==> config.mk <==
export PLATFORM = sky130hd
export DESIGN_NAME = ram_batch_sequencer
export DESIGN_NICKNAME = d
export VERILOG_FILES = /design/src/rtl/ram_batch_sequencer.sv
export SDC_FILE = /design/constraint.sdc
export NUM_CORES = 1
export LEC_CHECK = 0
export CORE_MARGIN = 3
export CORE_UTILIZATION = 44
export DETAILED_ROUTE_END_ITERATION = 8
export HOLD_SLACK_MARGIN = 0.03
export PLACE_DENSITY = 0.7
export REMOVE_ABC_BUFFERS = 1
export SLEW_MARGIN = 25
export SYNTH_ARGS = -nofsm -noshare
export SYNTH_HDL_FRONTEND = slang
export SYNTH_SLANG_ARGS = --single-unit
==> constraint.sdc <==
create_clock -name clk -period 2.6 [get_ports clk]
set_input_delay 0.52 -clock clk [delete_from_list [all_inputs] [get_ports clk]]
set_output_delay 0.52 -clock clk [all_outputs]
set_load 0.02 [all_outputs]
==> src/rtl/ram_batch_sequencer.sv <==
// Ring-buffer write/sweep controller for the triple-read-port sample RAM.
// Streams samples in by batch and sweeps the three newest complete batches.
module ram_batch_sequencer #(
    parameter int DEPTH   = 32,
    parameter int D_WIDTH = 3,
    parameter int BATCH   = 8
) (
    input  logic                     clk,
    input  logic                     rst,
    input  logic                     in_valid,
    input  logic [D_WIDTH-1:0]       in_data,
    output logic                     in_ready,
    output logic                     ram_write,
    output logic [$clog2(DEPTH)-1:0] ram_addrIn,
    output logic [D_WIDTH-1:0]       ram_dataIn,
    output logic [$clog2(DEPTH)-1:0] ram_addrOut1,
    output logic [$clog2(DEPTH)-1:0] ram_addrOut2,
    output logic [$clog2(DEPTH)-1:0] ram_addrOut3,
    output logic                     rd_valid,
    input  logic                     rd_ready,
    output logic                     rd_first,
    output logic                     rd_last
);

    localparam int AW = $clog2(DEPTH);
    localparam int BW = $clog2(BATCH);

    typedef enum logic [1:0] {PRIME, IDLE, SWEEP} state_t;

    state_t        state, state_nx;
    logic [AW-1:0] wr_ptr;
    logic [AW-1:0] newest_base;
    logic [AW-1:0] b1, b1_nx;
    logic [AW-1:0] done_base;
    logic [BW-1:0] fill_cnt;
    logic [BW-1:0] beat, beat_nx;
    logic [1:0]    prime_cnt, prime_nx;
    logic          pending, pending_nx;
    logic          wr, done, adv, last, sweeping;

    assign in_ready  = ~pending;
    assign wr        = in_valid & ~pending & ~rst;
    assign done      = wr && (fill_cnt == BW'(BATCH - 1));
    assign done_base = wr_ptr - AW'(BATCH - 1);
    assign sweeping  = (state == SWEEP);
    assign adv       = sweeping && rd_ready;
    assign last      = adv && (beat == BW'(BATCH - 1));

    assign ram_write  = wr;
    assign ram_addrIn = wr_ptr;
    assign ram_dataIn = in_data;

    // A batch finishing while idle starts its sweep on the next cycle directly;
    // pending only holds a batch that finished while another sweep was busy.
    always_comb begin
        state_nx   = state;
        beat_nx    = beat;
        b1_nx      = b1;
        pending_nx = pending;
        prime_nx   = prime_cnt;
        unique case (state)
            PRIME: begin
                if (done) begin
                    if (prime_cnt == 2'd2) begin
                        state_nx = SWEEP;
                        beat_nx  = '0;
                        b1_nx    = done_base;
                    end else begin
                        prime_nx = prime_cnt + 2'd1;
                    end
                end
            end
            IDLE: begin
                if (pending) begin
                    state_nx   = SWEEP;
                    beat_nx    = '0;
                    b1_nx      = newest_base;
                    pending_nx = 1'b0;
                end else if (done) begin
                    state_nx = SWEEP;
                    beat_nx  = '0;
                    b1_nx    = done_base;
                end
            end
            SWEEP: begin
                if (last) begin
                    beat_nx = '0;
                    if (pending) begin
                        b1_nx      = newest_base;
                        pending_nx = 1'b0;
                    end else if (done) begin
                        b1_nx = done_base;
                    end else begin
                        state_nx = IDLE;
                    end
                end else begin
                    if (adv) beat_nx = beat + BW'(1);
                    if (done) pending_nx = 1'b1;
                end
            end
            default: state_nx = PRIME;
        endcase
    end

    always_ff @(posedge clk or posedge rst) begin
        if (rst) begin
            state       <= PRIME;
            wr_ptr      <= '0;
            fill_cnt    <= '0;
            prime_cnt   <= '0;
            beat        <= '0;
            pending     <= 1'b0;
            newest_base <= '0;
            b1          <= '0;
        end else begin
            if (wr) begin
                wr_ptr   <= wr_ptr + AW'(1);
                fill_cnt <= fill_cnt + BW'(1);
            end
            if (done) newest_base <= done_base;
            state     <= state_nx;
            beat      <= beat_nx;
            b1        <= b1_nx;
            pending   <= pending_nx;
            prime_cnt <= prime_nx;
        end
    end

    assign rd_valid     = sweeping;
    assign rd_first     = sweeping && (beat == '0);
    assign rd_last      = sweeping && (beat == BW'(BATCH - 1));
    assign ram_addrOut1 = sweeping ? b1 + AW'(BATCH - 1) - AW'(beat) : '0;
    assign ram_addrOut2 = sweeping ? b1 - AW'(BATCH) + AW'(beat) : '0;
    assign ram_addrOut3 = sweeping ? b1 - AW'(2 * BATCH) + AW'(beat) : '0;

endmodule
==> impl_metrics.json, run 1 <==
{
  "grt_pass1_vias": 1385,
  "root_buffer": "clkbuf_8",
  "port_buffers": 28,
  "hold_viol_final": 0,
  "wire_per_inst_um": 13.4,
  "cts_tree": "yes",
  "r2r_start": "beat[0]$_DFFE_PP0P_",
  "synth-seq-cells": 26,
  "ctsHoldBuffers": 0,
  "cp-start-kind": "flop",
  "skew_ns": 0.00244,
  "hp-start": "prime_cnt[0]$_DFFE_PP0P_",
  "drive_above_1_share_pct": 25.9,
  "crit_top_cell": "buf_4",
  "grt_first_pass_wirelength_mm": 6.31,
  "crit_slowest_cell": "fa_2",
  "die_x_um": 69.5,
  "avgViaCountPerCell": 5.10,
  "outcome": "complete, no violations",
  "grt_use_total_pct": 15.9,
  "hold_ws_ns": 0.484,
  "cts_buffers": 3,
  "fp.dieH_um": 69.5,
  "hold_path.class": "reg -> reg",
  "fin_nets": 232,
  "fmax_mhz": 401,
  "cp_max_fo": 2,
  "fp.coreArea_sq_mm": 0.00377,
  "worstSkewPairLatency_ns": 0.28,
  "place.gp.congestion": 0.813,
  "cts.htree.levels": 1,
  "drc_errors": 0,
  "min_period_ns": 2.50,
  "rsz0062_at_grt": "false",
  "critPathRequiredTime_ns": 2.08,
  "antenna_cells": 0,
  "syn2layout_area_growth_pct": 25.1,
  "setup_viol": 0,
  "layout.cells.non_filler": 249,
  "cts_buffer_depth": 2,
  "worst_pin_slew_ns": 0.379,
  "syn_avg_cell_area_sq_um": 10.6,
  "cellPowerDensity_mw_per_mm2": 1400,
  "dp_hpwl_mm": 2.68,
  "critical_path_buf_inv_count": 2,
  "numClockSinks": 26,
  "post_dp_cell_area_sq_mm": 0.00213,
  "overflow": 0,
  "final_common_cell": "dfrtp_1",
  "initial_core_util_pct": 47.1,
  "ant_nets": 0,
  "p_total_mw": 3.12,
  "fin_util_pct": 59.0,
  "ys_seq_area_share_pct": 36.6,
  "yosysWarnings": 0,
  "route.vias.total": 1270,
  "p_leak_nw": 1.06,
  "design_area_sq_mm": 0.00222,
  "row_count": 22,
  "mostFrequentLayoutCells": "dfrtp_1, ha_1, buf_4",
  "dieArea_sq_mm": 0.00484,
  "path_clk_slew_ns": 0.09,
  "final.period_utilization_pct": 96.0,
  "nFillCells": 317,
  "irDropWorstVdd_mv": 0.605,
  "path_cells": "buf_4 -> ha_1 -> ha_2 -> fa_2 -> and2_1 -> buf_4",
  "synthCells": 167,
  "path_class": "reg -> out",
  "drv_slew": 0,
  "dr.first_iter.drc_count": 42,
  "arrival_ns": 1.98,
  "ys_types": 34,
  "grt_max_degree": 23,
  "crit_family": "adder cells",
  "wirelength_mm": 3.35,
  "critical_path.max_stage_delay_ns": 0.51,
  "cp-end-kind": "primary output",
  "crit_path_start": "b1[0]$_DFFE_PP0P_",
  "cap_viol_max_count": 0,
  "maxSlewHeadroom_pct": 74.8,
  "dp_cells": 244,
  "io_pins": 35,
  "mappedNetlistArea_sq_mm": 0.00178,
  "antenna_found_initial": 0,
  "firstDrtPassIters": 4
}
## sequential cells by signal, indices dropped and copies added, names as in the netlist
signal       count
beat             3
b1               5
newest_base      5
pending          1
prime_cnt        2
ram_addrIn       5
state            2
fill_cnt         3
## final cells by class
cell class                      count  area (sq um)  area share (%)
Timing Repair Buffer               41           355            16.0
Clock inverter                      1          30.0            1.35
Sequential cell                    26           651            29.3
Clock buffer                        3          41.3            1.86
Inverter                           12          45.0            2.03
Multi-Input combinational cell    118          1040            46.8
Tap cell                           48          60.1            2.70
## path summary, 6_finish.rpt
path | to | slack [ns] | cells past startpoint
max | ram_addrOut1[2] | 0.10 | 6
min | prime_cnt[0]$_DFFE_PP0P_ | 0.48 | 1
max reg2reg | state[0]$_DFFE_PP0P_ | 0.60 | 7
min reg2reg | prime_cnt[0]$_DFFE_PP0P_ | 0.48 | 1
max in group asynchronous | b1[3]$_DFFE_PP0P_ | 1.55 | 3
min in group asynchronous | prime_cnt[1]$_DFFE_PP0P_ | 0.53 | 2
## worst register-to-register path: cells and delay by family (launching register included)
kind,cells,cell delay [ns]
fa+ha+maj,2,0.40
compound gates,3,0.58
buf+inv,1,0.14
mux,1,0.38
flops,1,0.41
## stage by stage
| step | setup WS, ns | setup TNS [ns] |
|---|---|---|
| floorplan | 0.0760 | 0 |
| global placement | -0.0174 | -0.0315 |
| detailed placement | -0.102 | -0.249 |
| CTS | 0.0274 | 0 |
| global route | 0.00260 | 0 |
| finish | 0.104 | 0 |
## cell usage after synthesis
cell | n | share of area [%]
a21boi_2 | 1 | 0.63
a21o_1 | 1 | 0.42
a21oi_1 | 10 | 2.8
a221oi_1 | 1 | 0.49
a311oi_4 | 1 | 1.5
a41oi_2 | 1 | 0.92
and2_1 | 5 | 1.8
and3_1 | 2 | 0.70
and3b_1 | 1 | 0.49
buf_4 | 7 | 3.0
buf_6 | 1 | 0.63
clkbuf_1 | 3 | 0.63
dfrtp_1 | 26 | 37
fa_1 | 2 | 2.3
ha_1 | 21 | 15
inv_1 | 12 | 2.5
mux2_2 | 13 | 8.2
mux2i_1 | 5 | 2.8
nand2_1 | 6 | 1.3
nand2b_1 | 3 | 1.1
nand3_1 | 2 | 0.56
nand3b_1 | 2 | 0.84
nand4_1 | 2 | 0.70
nor2_1 | 12 | 2.5
nor2_2 | 1 | 0.35
nor2b_1 | 3 | 1.1
nor3_1 | 2 | 0.56
nor3b_4 | 1 | 1.1
o2111ai_1 | 1 | 0.49
o21ai_0 | 4 | 1.1
o31ai_1 | 1 | 0.42
or3_1 | 1 | 0.35
xnor2_1 | 9 | 4.4
xor2_1 | 4 | 2.0
## kinds of logic (layout without fill, tap and decap cells)
family / Yosys count / in the layout / share of synthesized area (%)
AND/OR/NAND/NOR: 43 / 43 / 13.3
flip-flops: 26 / 26 / 36.6
adder cells (fa/ha/maj): 23 / 23 / 17.0
buffers and inverters: 23 / 57 / 6.76
AO/OA/AOI/OAI: 21 / 21 / 8.80
multiplexers: 18 / 18 / 11.1
XOR/XNOR: 13 / 13 / 6.41
## routing by layer
layer,share of wire [%],GRT usage (%),wire (um),vias to the layer above
met5,0,0,0,-
met4,2.1,7.16,70,0
met3,4.1,3.04,137,7
met2,49,26.3,1630,32
met1,45,19.9,1510,604
li1,-,-,-,627
## what timing repair did
item                       CTS  global route
gates resized for setup     28            21
cloned                       0             0
setup buffers                1             0
setup endpoints to repair   11            12
pin swaps                    1             3
## report_power, final
part	total, mW	switching (mW)	internal, mW
clock network	0.341	0.135	0.206
logic	2.02	1.01	1.01
registers	0.753	0.171	0.583
(Power assumes the default switching activity.)
==> run 2, diff against run 1 <==
--- a/config.mk
+++ b/config.mk
@@ -8,6 +8,7 @@
 export CORE_MARGIN = 3
 export CORE_UTILIZATION = 44
 export DETAILED_ROUTE_END_ITERATION = 8
+export GPL_TIMING_DRIVEN = 0
 export HOLD_SLACK_MARGIN = 0.03
 export PLACE_DENSITY = 0.7
 export REMOVE_ABC_BUFFERS = 1
==> run 2 against run 1 <==
  * Count of clock-buffer cells in the layout unchanged
  * Critical path depth did not move
  * Clock skew grew 0.0022 ns
  * Hold slack gained 0.0040 ns
  * Register-to-register slack is essentially flat
  * Clock power is 4% lower
  * Via count fell by 2.7%
  * Worst setup slack got worse by 0.022 ns
  * Cell area down 0.79%
  * Fmax shrank 0.89%
  * Critical endpoint unchanged
  * Largest power group unchanged
  * Highest routed layer unchanged
==> impl_metrics.json, run 2 (synthesized netlist as in run 1, its figures left out) <==
{
  "outcome": "complete, no violations",
  "place.gp.congestion": 0.740,
  "setup_tns_ns": 0,
  "arrival_ns": 2.00,
  "grt_first_pass_wirelength_mm": 5.92,
  "grt_max_degree": 27,
  "numClockSinks": 26,
  "wirelength_mm": 3.46,
  "antenna_cells": 0,
  "path_clk_slew_ns": 0.09,
  "avgViaCountPerCell": 5.13,
  "overflow": 0,
  "wire_per_inst_um": 14.3,
  "grt_use_total_pct": 14.8,
  "firstDrtPassIters": 4,
  "post_dp_cell_area_sq_mm": 0.00204,
  "ant_nets": 0,
  "port_buffers": 28,
  "maxSlewHeadroom_pct": 39.1,
  "nFillCells": 319,
  "cts.htree.levels": 1,
  "cap_viol_max_count": 0,
  "setup_viol": 0,
  "fp.dieH_um": 69.5,
  "io_pins": 35,
  "final.period_utilization_pct": 96.9,
  "dp_hpwl_mm": 2.50,
  "path_class": "reg -> out",
  "route.vias.total": 1236,
  "worstSkewPairLatency_ns": 0.27,
  "die_x_um": 69.5,
  "row_count": 22,
  "design_area_sq_mm": 0.00221,
  "fin_nets": 224,
  "antenna_found_initial": 0,
  "syn2layout_area_growth_pct": 24.2,
  "root_buffer": "clkbuf_8",
  "dp_cells": 232,
  "dieArea_sq_mm": 0.00484,
  "p_total_mw": 3.16,
  "hold_path.class": "reg -> reg",
  "cts_buffers": 3,
  "min_period_ns": 2.52,
  "cellPowerDensity_mw_per_mm2": 1430,
  "switching_share_pct": 42.9,
  "fin_util_pct": 58.5,
  "initial_core_util_pct": 47.1,
  "final_common_cell": "dfrtp_1",
  "cts_tree": "yes",
  "drv_slew": 0,
  "drc_errors": 0,
  "cp-end-kind": "primary output",
  "hold_viol_final": 0,
  "layout.cells.non_filler": 241,
  "cp-start-kind": "flop",
  "dr.first_iter.drc_count": 15,
  "fmax_mhz": 397,
  "skew_ns": 0.00465,
  "seqPwrFrac_pct": 24.5,
  "power_switching_mw": 1.36,
  "mostFrequentLayoutCells": "dfrtp_1, ha_1, clkdlybuf4s50_1",
  "critPathRequiredTime_ns": 2.08,
  "cp_max_fo": 3,
  "p_comb_share_pct": 65.1,
  "intPower_mw": 1.81,
  "worst_pin_slew_ns": 0.909,
  "reg2reg_slack_ns": 0.59,
  "power_frac_clock_pct": 10.4,
  "cts_buffer_depth": 2,
  "p_leak_nw": 1.01,
  "irDropWorstVdd_mv": 0.751,
  "fp.coreArea_sq_mm": 0.00377,
  "grt_pass1_vias": 1317,
  "drive_above_1_share_pct": 26.4
}
run 2: changes by cell type in the layout (fill, tap and decap cells not counted), sizes merged:
cell,before,now
buf,18,10
clkinv,0,1
inv,12,11
run 2: worst paths after layout:
check,start,depth (start not counted),to
setup / recovery,b1[0]$_DFFE_PP0P_,6,ram_addrOut1[2]
max in group asynchronous,rst,2,b1[1]$_DFFE_PP0P_
setup reg to reg,beat[1]$_DFFE_PP0P_,7,state[0]$_DFFE_PP0P_
min in group asynchronous,rst,2,beat[1]$_DFFE_PP0P_
hold / removal,prime_cnt[0]$_DFFE_PP0P_,1,prime_cnt[0]$_DFFE_PP0P_
hold reg to reg,prime_cnt[0]$_DFFE_PP0P_,1,prime_cnt[0]$_DFFE_PP0P_
run 2: final cells by class:
| cell class | instances | area, sq um | share of cell area [%] |
|---|---|---|---|
| multi-input cells | 118 | 1080 | 48.8 |
| flip-flops and latches | 26 | 652 | 29.6 |
| repair buffers | 33 | 300 | 13.6 |
| well taps | 48 | 60.1 | 2.72 |
| inverters | 12 | 45.0 | 2.04 |
| clock buffers | 3 | 41.3 | 1.87 |
| clock inverters | 1 | 30.0 | 1.36 |
run 2: routing by layer:
metal	up-vias	part of all wire, %	global-route usage [%]
met2	24	51	27.1
met5	-	0	0
met1	592	43	17.3
met3	7	4.2	3.48
met4	0	1.4	3.25
li1	613	-	-
run 2: what timing repair did:
| action | 4_1_cts | 5_1_grt |
|---|---|---|
| buffers inserted | 3 | 2 |
| gates resized for setup | 41 | 20 |
| hold buffers | 0 | 0 |
| pin swaps | 1 | 4 |
| setup endpoints to repair | 15 | 12 |
run 2: power by group through the flow:
stage | combinational [mW] | sequential, mW | clock, mW
floorplan | 1.25 | 0.786 | 0
global placement | 1.85 | 0.768 | 0
detailed placement | 1.91 | 0.781 | 0
CTS | 1.94 | 0.774 | 0.337
global route | 2.27 | 0.806 | 0.356
finish | 2.06 | 0.776 | 0.327
run 2: per-stage QoR:
| step | setup slack (ns) | hold slack [ns] |
|---|---|---|
| 2_1_floorplan | 0.0760 | 0.446 |
| 3_3_place_gp | -0.124 | 0.460 |
| 3_5_place_dp | -0.206 | 0.479 |
| 4_1_cts | 0.000876 | 0.495 |
| 5_1_grt | -0.0131 | 0.512 |
| 6_report | 0.0815 | 0.488 |
run 2: worst max-delay path, stage by stage (launching register included):
cell	delay, ns
dfrtp_1	0.42
buf_4	0.14
ha_1	0.19
ha_2	0.20
fa_2	0.51
and2_1	0.13
buf_4	0.14
